`config.mk`:
```
export PLATFORM = sky130hd
export DESIGN_NAME = riscv_mem_arbiter
export DESIGN_NICKNAME = d
export VERILOG_FILES = /design/src/rtl/riscv_mem_pkg.sv /design/src/rtl/riscv_mem_arbiter.sv
export SDC_FILE = /design/constraint.sdc
export NUM_CORES = 1
export LEC_CHECK = 0
export BUFFER_PORTS_ARGS = -buffer_cell sky130_fd_sc_hd__clkbuf_2
export CAP_MARGIN = 15
export CORE_MARGIN = 2
export CORE_UTILIZATION = 41
export CTS_CLUSTER_SIZE = 30
export DETAILED_ROUTE_END_ITERATION = 10
export GPL_ROUTABILITY_DRIVEN = 0
export HOLD_SLACK_MARGIN = 0.08
export PLACE_DENSITY_LB_ADDON = 0.08
export SLEW_MARGIN = 20
export SYNTH_ARGS = -nofsm -noshare
export SYNTH_HDL_FRONTEND = slang
export SYNTH_SLANG_ARGS = --single-unit
```
`constraint.sdc`:
```
create_clock -name clock -period 4.15 [get_ports clock]
set_input_delay 0 -clock clock [delete_from_list [all_inputs] [get_ports clock]]
set_output_delay 0 -clock clock [all_outputs]
set_load 0.005 [all_outputs]
```
`src/rtl/riscv_mem_pkg.sv`:
```
// Shared definitions for the cache <-> main-memory arbitration path.
// Holds the arbiter state encoding, requester port ids and the default
// address/data widths that the instruction and data caches also use.
package riscv_mem_pkg;

  localparam int MEM_ADDR_W = 32;
  localparam int MEM_DATA_W = 32;

  typedef enum logic [1:0] {
    ARB_IDLE  = 2'd0,
    ARB_GNT_I = 2'd1,
    ARB_GNT_D = 2'd2,
    ARB_RESP  = 2'd3
  } arb_state_t;

  typedef enum logic {
    PORT_I = 1'b0,
    PORT_D = 1'b1
  } port_t;

  // Watchdog counter width: enough to count to the timeout, kept within 8..32 bits.
  function automatic int wdog_width(input int timeout_cyc);
    int w;
    w = $clog2(timeout_cyc + 1);
    if (w < 8) w = 8;
    if (w > 32) w = 32;
    return w;
  endfunction

endpackage

```
`src/rtl/riscv_mem_arbiter.sv`:
```
// riscv_mem_arbiter: shares one main-memory port between the I-cache refill
// path and the D-cache path (load fill / write-through store), one transaction
// at a time, with a watchdog that aborts accesses memory never acknowledges.
// Ports:
//   clock, reset                      rising-edge clock, async active-high reset
//   i_req/i_addr -> i_done/i_rdata/i_err               instruction refill side
//   d_req/d_we/d_addr/d_wdata -> d_done/d_rdata/d_err  data side
//   mem_req/mem_we/mem_addr/mem_wdata -> mem_ack/mem_rdata   memory side
// Build option: define ARB_ROUND_ROBIN_EN to alternate grants on ties
// (otherwise the data side always wins a tie).
module riscv_mem_arbiter
  import riscv_mem_pkg::*;
#(
  parameter int ADDR_W      = MEM_ADDR_W,
  parameter int DATA_W      = MEM_DATA_W,
  parameter int TIMEOUT_CYC = 255
) (
  input  logic              clock,
  input  logic              reset,

  input  logic              i_req,
  input  logic [ADDR_W-1:0] i_addr,
  output logic              i_done,
  output logic [DATA_W-1:0] i_rdata,
  output logic              i_err,

  input  logic              d_req,
  input  logic              d_we,
  input  logic [ADDR_W-1:0] d_addr,
  input  logic [DATA_W-1:0] d_wdata,
  output logic              d_done,
  output logic [DATA_W-1:0] d_rdata,
  output logic              d_err,

  output logic              mem_req,
  output logic              mem_we,
  output logic [ADDR_W-1:0] mem_addr,
  output logic [DATA_W-1:0] mem_wdata,
  input  logic              mem_ack,
  input  logic [DATA_W-1:0] mem_rdata
);

  localparam int CNT_W = wdog_width(TIMEOUT_CYC);
  // The last GNT cycle is the one where the counter reads TIMEOUT_CYC-1,
  // so mem_req stays high for exactly TIMEOUT_CYC cycles.
  localparam logic [CNT_W-1:0] CNT_LAST = CNT_W'((TIMEOUT_CYC > 0) ? TIMEOUT_CYC - 1 : 0);
  localparam logic [CNT_W-1:0] CNT_ONE  = CNT_W'(1);

  arb_state_t        state_q, state_d;
  logic [CNT_W-1:0]  cnt_q, cnt_d;
  logic              mem_req_q, mem_req_d;
  logic              mem_we_q, mem_we_d;
  logic [ADDR_W-1:0] mem_addr_q, mem_addr_d;
  logic [DATA_W-1:0] mem_wdata_q, mem_wdata_d;
  logic              i_done_q, i_done_d;
  logic              i_err_q, i_err_d;
  logic [DATA_W-1:0] i_rdata_q, i_rdata_d;
  logic              d_done_q, d_done_d;
  logic              d_err_q, d_err_d;
  logic [DATA_W-1:0] d_rdata_q, d_rdata_d;

  logic              pick_d;
  logic              wdog_expired;

`ifdef ARB_ROUND_ROBIN_EN
  port_t             last_gnt_q, last_gnt_d;

  // On a tie, serve whichever side was not served last.
  assign pick_d = d_req && (!i_req || (last_gnt_q == PORT_I));
`else
  assign pick_d = d_req;
`endif

  assign wdog_expired = (TIMEOUT_CYC != 0) && (cnt_q == CNT_LAST);

  always_comb begin
    state_d     = state_q;
    cnt_d       = cnt_q;
    mem_req_d   = mem_req_q;
    mem_we_d    = mem_we_q;
    mem_addr_d  = mem_addr_q;
    mem_wdata_d = mem_wdata_q;
    // Completion outputs are single-cycle pulses: low unless set below.
    i_done_d    = 1'b0;
    i_err_d     = 1'b0;
    i_rdata_d   = '0;
    d_done_d    = 1'b0;
    d_err_d     = 1'b0;
    d_rdata_d   = '0;
`ifdef ARB_ROUND_ROBIN_EN
    last_gnt_d  = last_gnt_q;
`endif

    case (state_q)
      ARB_IDLE: begin
        if (i_req || d_req) begin
          state_d     = pick_d ? ARB_GNT_D : ARB_GNT_I;
          cnt_d       = '0;
          mem_req_d   = 1'b1;
          mem_we_d    = pick_d && d_we;
          mem_addr_d  = pick_d ? d_addr : i_addr;
          mem_wdata_d = (pick_d && d_we) ? d_wdata : '0;
`ifdef ARB_ROUND_ROBIN_EN
          last_gnt_d  = pick_d ? PORT_D : PORT_I;
`endif
        end
      end

      ARB_GNT_I, ARB_GNT_D: begin
        // An ack arriving on the timeout cycle still counts as success.
        if (mem_ack) begin
          state_d   = ARB_RESP;
          mem_req_d = 1'b0;
          if (state_q == ARB_GNT_D) begin
            d_done_d  = 1'b1;
            d_rdata_d = mem_we_q ? '0 : mem_rdata;
          end else begin
            i_done_d  = 1'b1;
            i_rdata_d = mem_rdata;
          end
        end else if (wdog_expired) begin
          state_d   = ARB_RESP;
          mem_req_d = 1'b0;
          if (state_q == ARB_GNT_D) begin
            d_done_d = 1'b1;
            d_err_d  = 1'b1;
          end else begin
            i_done_d = 1'b1;
            i_err_d  = 1'b1;
          end
        end else if (TIMEOUT_CYC != 0) begin
          cnt_d = cnt_q + CNT_ONE;
        end
      end

      // The done pulse is visible during this state; requests wait for IDLE.
      ARB_RESP: state_d = ARB_IDLE;

      default:  state_d = ARB_IDLE;
    endcase
  end

  always_ff @(posedge clock or posedge reset) begin
    if (reset) begin
      state_q     <= ARB_IDLE;
      cnt_q       <= '0;
      mem_req_q   <= 1'b0;
      mem_we_q    <= 1'b0;
      mem_addr_q  <= '0;
      mem_wdata_q <= '0;
      i_done_q    <= 1'b0;
      i_err_q     <= 1'b0;
      i_rdata_q   <= '0;
      d_done_q    <= 1'b0;
      d_err_q     <= 1'b0;
      d_rdata_q   <= '0;
    end else begin
      state_q     <= state_d;
      cnt_q       <= cnt_d;
      mem_req_q   <= mem_req_d;
      mem_we_q    <= mem_we_d;
      mem_addr_q  <= mem_addr_d;
      mem_wdata_q <= mem_wdata_d;
      i_done_q    <= i_done_d;
      i_err_q     <= i_err_d;
      i_rdata_q   <= i_rdata_d;
      d_done_q    <= d_done_d;
      d_err_q     <= d_err_d;
      d_rdata_q   <= d_rdata_d;
    end
  end

`ifdef ARB_ROUND_ROBIN_EN
  // Starts as "I served last" so the data side wins the first tie.
  always_ff @(posedge clock or posedge reset) begin
    if (reset) begin
      last_gnt_q <= PORT_I;
    end else begin
      last_gnt_q <= last_gnt_d;
    end
  end
`endif

  assign mem_req   = mem_req_q;
  assign mem_we    = mem_we_q;
  assign mem_addr  = mem_addr_q;
  assign mem_wdata = mem_wdata_q;
  assign i_done    = i_done_q;
  assign i_err     = i_err_q;
  assign i_rdata   = i_rdata_q;
  assign d_done    = d_done_q;
  assign d_err     = d_err_q;
  assign d_rdata   = d_rdata_q;

endmodule

```
## Yosys cells after proc, flatten, opt, wreduce, memory -nomap -nowiden

Cells that the tools add are included.
W data, S select, Z words.

- Flip-flop bits (word level): 144
- Bits of input ports: 134
- Output and inout bits: 134
- Word-level logic and storage cells: 64

- Add/sub/neg operators: 1
- Eq/ne operators: 8
- Muxes and demuxes: 34
- Reductions and logical operators: 9

Operators with widths:

| operator | count |
|---|---|
| $mux W32 | 9 |
| $mux W8 | 3 |
| $pmux W8 S2 | 1 |
| $mux W1 | 15 |
| $add A8 B1 Y8 const B | 1 |
| $eq A8 B8 Y1 const B | 1 |
| $mux W2 | 4 |
| $ne A2 B2 Y1 const B | 3 |
| $pmux W2 S3 | 1 |
| $eq A2 B2 Y1 const B | 2 |
| $reduce_and A2 Y1 | 2 |
| $reduce_and A4 Y1 | 1 |
| $ne A3 B3 Y1 const B | 1 |
| $reduce_and A3 Y1 | 1 |
| $eq A2 B1 Y1 const B | 1 |
| $logic_not A2 Y1 | 1 |
| $pmux W1 S2 | 1 |
| $reduce_bool A2 Y1 | 1 |
| $reduce_or A2 Y1 | 1 |
| $logic_and A1 B1 Y1 | 1 |
| $logic_or A1 B1 Y1 | 1 |

## Logic depth before layout (Yosys ltp)

- Depth after elaboration: 5
- Mapped depth: 7

## Worst setup path after synthesis

No wires, ideal clock.

- Kind: register to register
- From: register state_q[0]
- To: register cnt_q[6]
- Arrival time: 1.518 ns
- Slack: 2.566 ns
- Cell stages (with the launch flop): 8
- Path buffers: 1
- Period minus slack after synthesis: 1.584 ns
- Cells stage by stage: dfrtp_1 > inv_1 > ha_1 > buf_4 > and2b_4 > o21ai_2 > or4_1 > nand2_1

- Longest elaborated chain between the ends: 4
- Elaborated cells between the ends (all ways): 10

RTL lines:

| what | RTL line | source |
|---|---|---|
| from (decl) | riscv_mem_arbiter.sv:49 | `arb_state_t state_q, state_d;` |
| from (signal assigned) | riscv_mem_arbiter.sv:158 | `state_q <= state_d;` |
| $eq A2 B2 Y1 / $eq A2 B1 Y1 (equally long branches) | riscv_mem_arbiter.sv:94 | `case (state_q)` |
| $reduce_or A2 Y1 | riscv_mem_arbiter.sv:94 |  |
| $ne A2 B2 Y1 (no line) / $reduce_bool A2 Y1 (equally long branches) | n/a |  |
| $reduce_and A4 Y1 (no line) | n/a |  |
| to (signal assigned) | riscv_mem_arbiter.sv:159 | `cnt_q <= cnt_d;` |
| to (decl) | riscv_mem_arbiter.sv:50 | `logic [CNT_W-1:0] cnt_q, cnt_d;` |

Parallel ways exist; a longest one is shown, timed or not.
A chain may end at the register's enable or synchronous reset.

## Final worst setup path

Same ends and word-level chain as after synthesis.

==> flow_results.org <==
** Synth
- Top cell type's share of synthesized area :: 0.665
- Biggest area contributors in the synthesized netlist :: sky130_fd_sc_hd__dfrtp_1 (66%), sky130_fd_sc_hd__mux2i_1 (5.9%), sky130_fd_sc_hd__a22o_1 (5.2%)
- Portion of the post-synthesis area used by sequential elements :: 0.665
- Synth cell count leaders :: sky130_fd_sc_hd__dfrtp_1 (144), sky130_fd_sc_hd__nand2_1 (73), sky130_fd_sc_hd__nor2_1 (68), sky130_fd_sc_hd__o21ai_0 (38)
- Yosys printed 0 warnings.
- Yosys reg bits :: between 100 and 150
- Cell with the most instances after synthesis :: sky130_fd_sc_hd__dfrtp_1
- Synth Cell Area :: between 0.005 and 0.006 mm^2
- Synthesis produced a netlist with a net count of between 600 and 700.
- Number of instances in the synthesized netlist :: between 400 and 500
- Distinct cells, synth :: 34
- Ys async rst share :: 1.00
- Among all flip-flop cells after synthesis, the most frequent one is sky130_fd_sc_hd__dfrtp_1.
- The largest total area in the synthesized netlist belongs to sky130_fd_sc_hd__dfrtp_1.
- In this run, synthesis inferred 0 flip-flops with an integrated enable.
- After synthesis, the mean cell area works out to 11.5 um^2.

** Floorplanning
- The floorplan has 42 rows.
- For this design the top-level I/O count stands at ~270.
- Die extent in y :: 119 um
- In this run the standard cell core region covers between 0.01 and 0.015 mm^2.
- Die area :: around 0.014 mm^2
- Starting utilization of the core area :: 0.414
- Die width :: around 120 um

** Place
- Post-detailed-placement half-perimeter wirelength :: 9430 um
- Once placement finished, the instance area stood at ~0.0069 mm^2.
- The count of buffers added on input and output ports is around 270.

** Status
- Status :: finished clean

** Timing
- Summed over all failing endpoints, the final setup total negative slack is 0 ps.
- Setup repair after global routing left no endpoint under its margin.
- The number of max-slew violations in the final report came to 0.
- The final-report hold violation count was 0.
- At the pin with the least slew margin, the transition time is just under 800 ps.
- Worst slew slack as a fraction of its limit :: 0.476
- Based on the critical path, the design can be clocked at up to approximately 0.45 GHz.
- Fin Hold WS :: about 300 ps
- Final worst path period share :: 0.535
- Period minus WS final :: 2220 ps
- Final clock skew :: 8.83 ps
- Setup violations remaining at the end of the flow were counted as 0.

** Clocking
- The clock passes through at most 2 buffers.
- Root cell of the clock tree :: sky130_fd_sc_hd__clkbuf_16
- Number of buffers created by CTS :: 17
- # resized after CTS :: 0
- Total number of clock tree sinks :: 144
- The clock tree synthesis step divided the H-tree into 4 levels.
- CTS tree :: yes
- For the worst-skew pair, the clock arrives at the later sink with an insertion delay of 400 ps.
- Number of setup buffers added after CTS :: 0
- CTS clock-pin slew for the worst setup and hold paths :: around 60 ps

** Global routing
- Overflow left after global routing :: 0
- The first global-routing pass estimated around 25000 um of wire.
- In the global route stage, overall resource usage came out at 0.221.
- The number of antenna violations at the first check in global routing came to 0.
- The number of global-route vias before repair was 5204.
- Entering global routing, the biggest net connects 91 pins.

** Route
- Number of detailed-route iterations in the first pass :: 4
- The detail route stage leaves a number of antenna-violating nets equal to 0.
- Via density :: between 4 and 5
- Average wire length per cell after detail routing :: 14.7 um
- The routed layout has 4961 vias.
- For this block, the initial DRC count from the detailed router was ~260.
- For this block, the routed nets add up to 15400 um of wire.
- After detailed routing, the number of remaining DRC violations is 0.

** Power
- Total power of the final layout :: ~5.3 mW
- Power Density :: 601 mW/mm^2
- Pleak :: roughly 4.7 nW
- The worst-case IR drop observed on VDD is ~0.00034 V.

** Cells and area
- Of the cells placed in the final design, the portion with a size suffix greater than 1 is 0.351.
- In the final design database the tool counted 1001 nets.
- Number of filler cells placed in the layout :: just over 1000
- Util after Layout :: 0.669
- Number of antenna diodes :: 0
- Summing all non-filler instances in the final layout gives an area of between 0.008 and 0.009 mm^2.
- Layout-stage area growth over the synthesis result :: 61.4%

** Setup path
- CP Max Fanout :: 25
- Required time worst endpoint :: roughly 4500 ps
- Arrival @ worst endpoint :: roughly 2600 ps
- The worst setup path is captured at a flop.
- Startpoint type of the worst setup path :: flop
- Critical path class :: flop to flop

** Run
- Across the run, the number of max-cap violations was 0.

** Hold path
- Type of the tightest min-delay check :: primary input to asynchronous set/reset pin
layout by cell type, fill, tap and decap left out, types with 2 or more instances in the layout:
cell type                       instances
sky130_fd_sc_hd__a21oi_1                2
sky130_fd_sc_hd__nor2_1                68
sky130_fd_sc_hd__o31ai_1                3
sky130_fd_sc_hd__nor2b_1                2
sky130_fd_sc_hd__nand2b_1               3
sky130_fd_sc_hd__and2_1                 3
sky130_fd_sc_hd__nand2_1               72
sky130_fd_sc_hd__mux2i_1               32
sky130_fd_sc_hd__clkbuf_16             17
sky130_fd_sc_hd__nand3_1                4
sky130_fd_sc_hd__a22o_1                32
sky130_fd_sc_hd__inv_1                  5
sky130_fd_sc_hd__buf_4                  5
sky130_fd_sc_hd__o21ai_1                5
sky130_fd_sc_hd__clkbuf_2             267
sky130_fd_sc_hd__a21o_1                 2
sky130_fd_sc_hd__nand4_1                3
sky130_fd_sc_hd__dfrtp_1              144
sky130_fd_sc_hd__clkinv_2               4
sky130_fd_sc_hd__and3_1                 2
sky130_fd_sc_hd__o21a_1                 2
sky130_fd_sc_hd__clkbuf_1               2
sky130_fd_sc_hd__clkinvlp_4             3
sky130_fd_sc_hd__o21ai_0               38
sky130_fd_sc_hd__dlygate4sd3_1        131
sky130_fd_sc_hd__inv_6                  2
sky130_fd_sc_hd__ha_1                   4
repair_timing:
action                                  4_1_cts  5_1_grt
hold buffers                                131        0
hold endpoints to repair                    220        0
endpoints found under the setup margin        0        0
critical path: stages, from the launching register on:
cell and delay, ps:
sky130_fd_sc_hd__dfrtp_1 340, sky130_fd_sc_hd__inv_1 60, sky130_fd_sc_hd__ha_1 780, sky130_fd_sc_hd__and2b_4 290, sky130_fd_sc_hd__o21ai_2 110, sky130_fd_sc_hd__or4_1 500
sky130_fd_sc_hd__nand2_1 70
path summary, 6_finish.rpt:
check	startpoint	to	slack, ps	cells after the start
setup / recovery	state_q[0]	cnt_q[6]	1930	6
min in group clock	d_wdata[25]	mem_wdata[25]	350	3
hold / removal	reset	d_rdata[16]	300	3
max in group asynchronous	reset	i_rdata[14]	2650	4
setup reg to reg	state_q[0]	cnt_q[6]	1930	6
hold reg to reg	mem_addr[5]	mem_addr[5]	470	2
cell type report:
cell class / instances / area, um^2 / share of cell area
sequential: 144 / 3600 / 0.412
multi-input combinational: 291 / 1680 / 0.192
tap: 176 / 220 / 0.0252
timing repair buffer: 403 / 2690 / 0.307
clock buffer: 20 / 447 / 0.0510
clock inverter: 10 / 90.1 / 0.0103
inverter: 6 / 27.5 / 0.00315
logic make-up after synthesis:
group | synth area share
compound gates | 0.114
fa+ha+maj | 0.00923
buf+inv | 0.0284
flops | 0.665
mux | 0.0591
simple gates | 0.124
stage by stage:
| step | setup WS, ps | std cells |
|---|---|---|
| 3_3_place_gp | 2000 | 889 |
| 5_1_grt | 1800 | 1050 |
| 3_5_place_dp | 1950 | 889 |
| 6_report | 1930 | 1050 |
| 4_1_cts | 1930 | 1050 |
| 2_1_floorplan | 284 | 470 |
power by group:
part	internal (mW)	switching (mW)	leakage [nW]
clock network	0.831	0.551	0.258
registers	1.86	0.237	1.91
logic	0.792	0.995	2.50
total	3.48	1.78	4.67
sequential cells by signal, indices dropped and copies added, names as in the netlist, 2 cells and up:
| name | cells |
|---|---|
| mem_wdata | 32 |
| d_rdata | 32 |
| state_q | 2 |
| i_rdata | 32 |
| mem_addr | 32 |
| cnt_q | 8 |
routing by layer:
metal  vias to the layer above  wire length (um)  GRT usage
met1                      2335              6110      0.254
li1                       2372                 -          -
met5                         -                 0          0
met3                        31              1050     0.0608
met4                         0               410      0.109
met2                       223              7830      0.379
No activity file was read; power rests on OpenSTA's default activity.
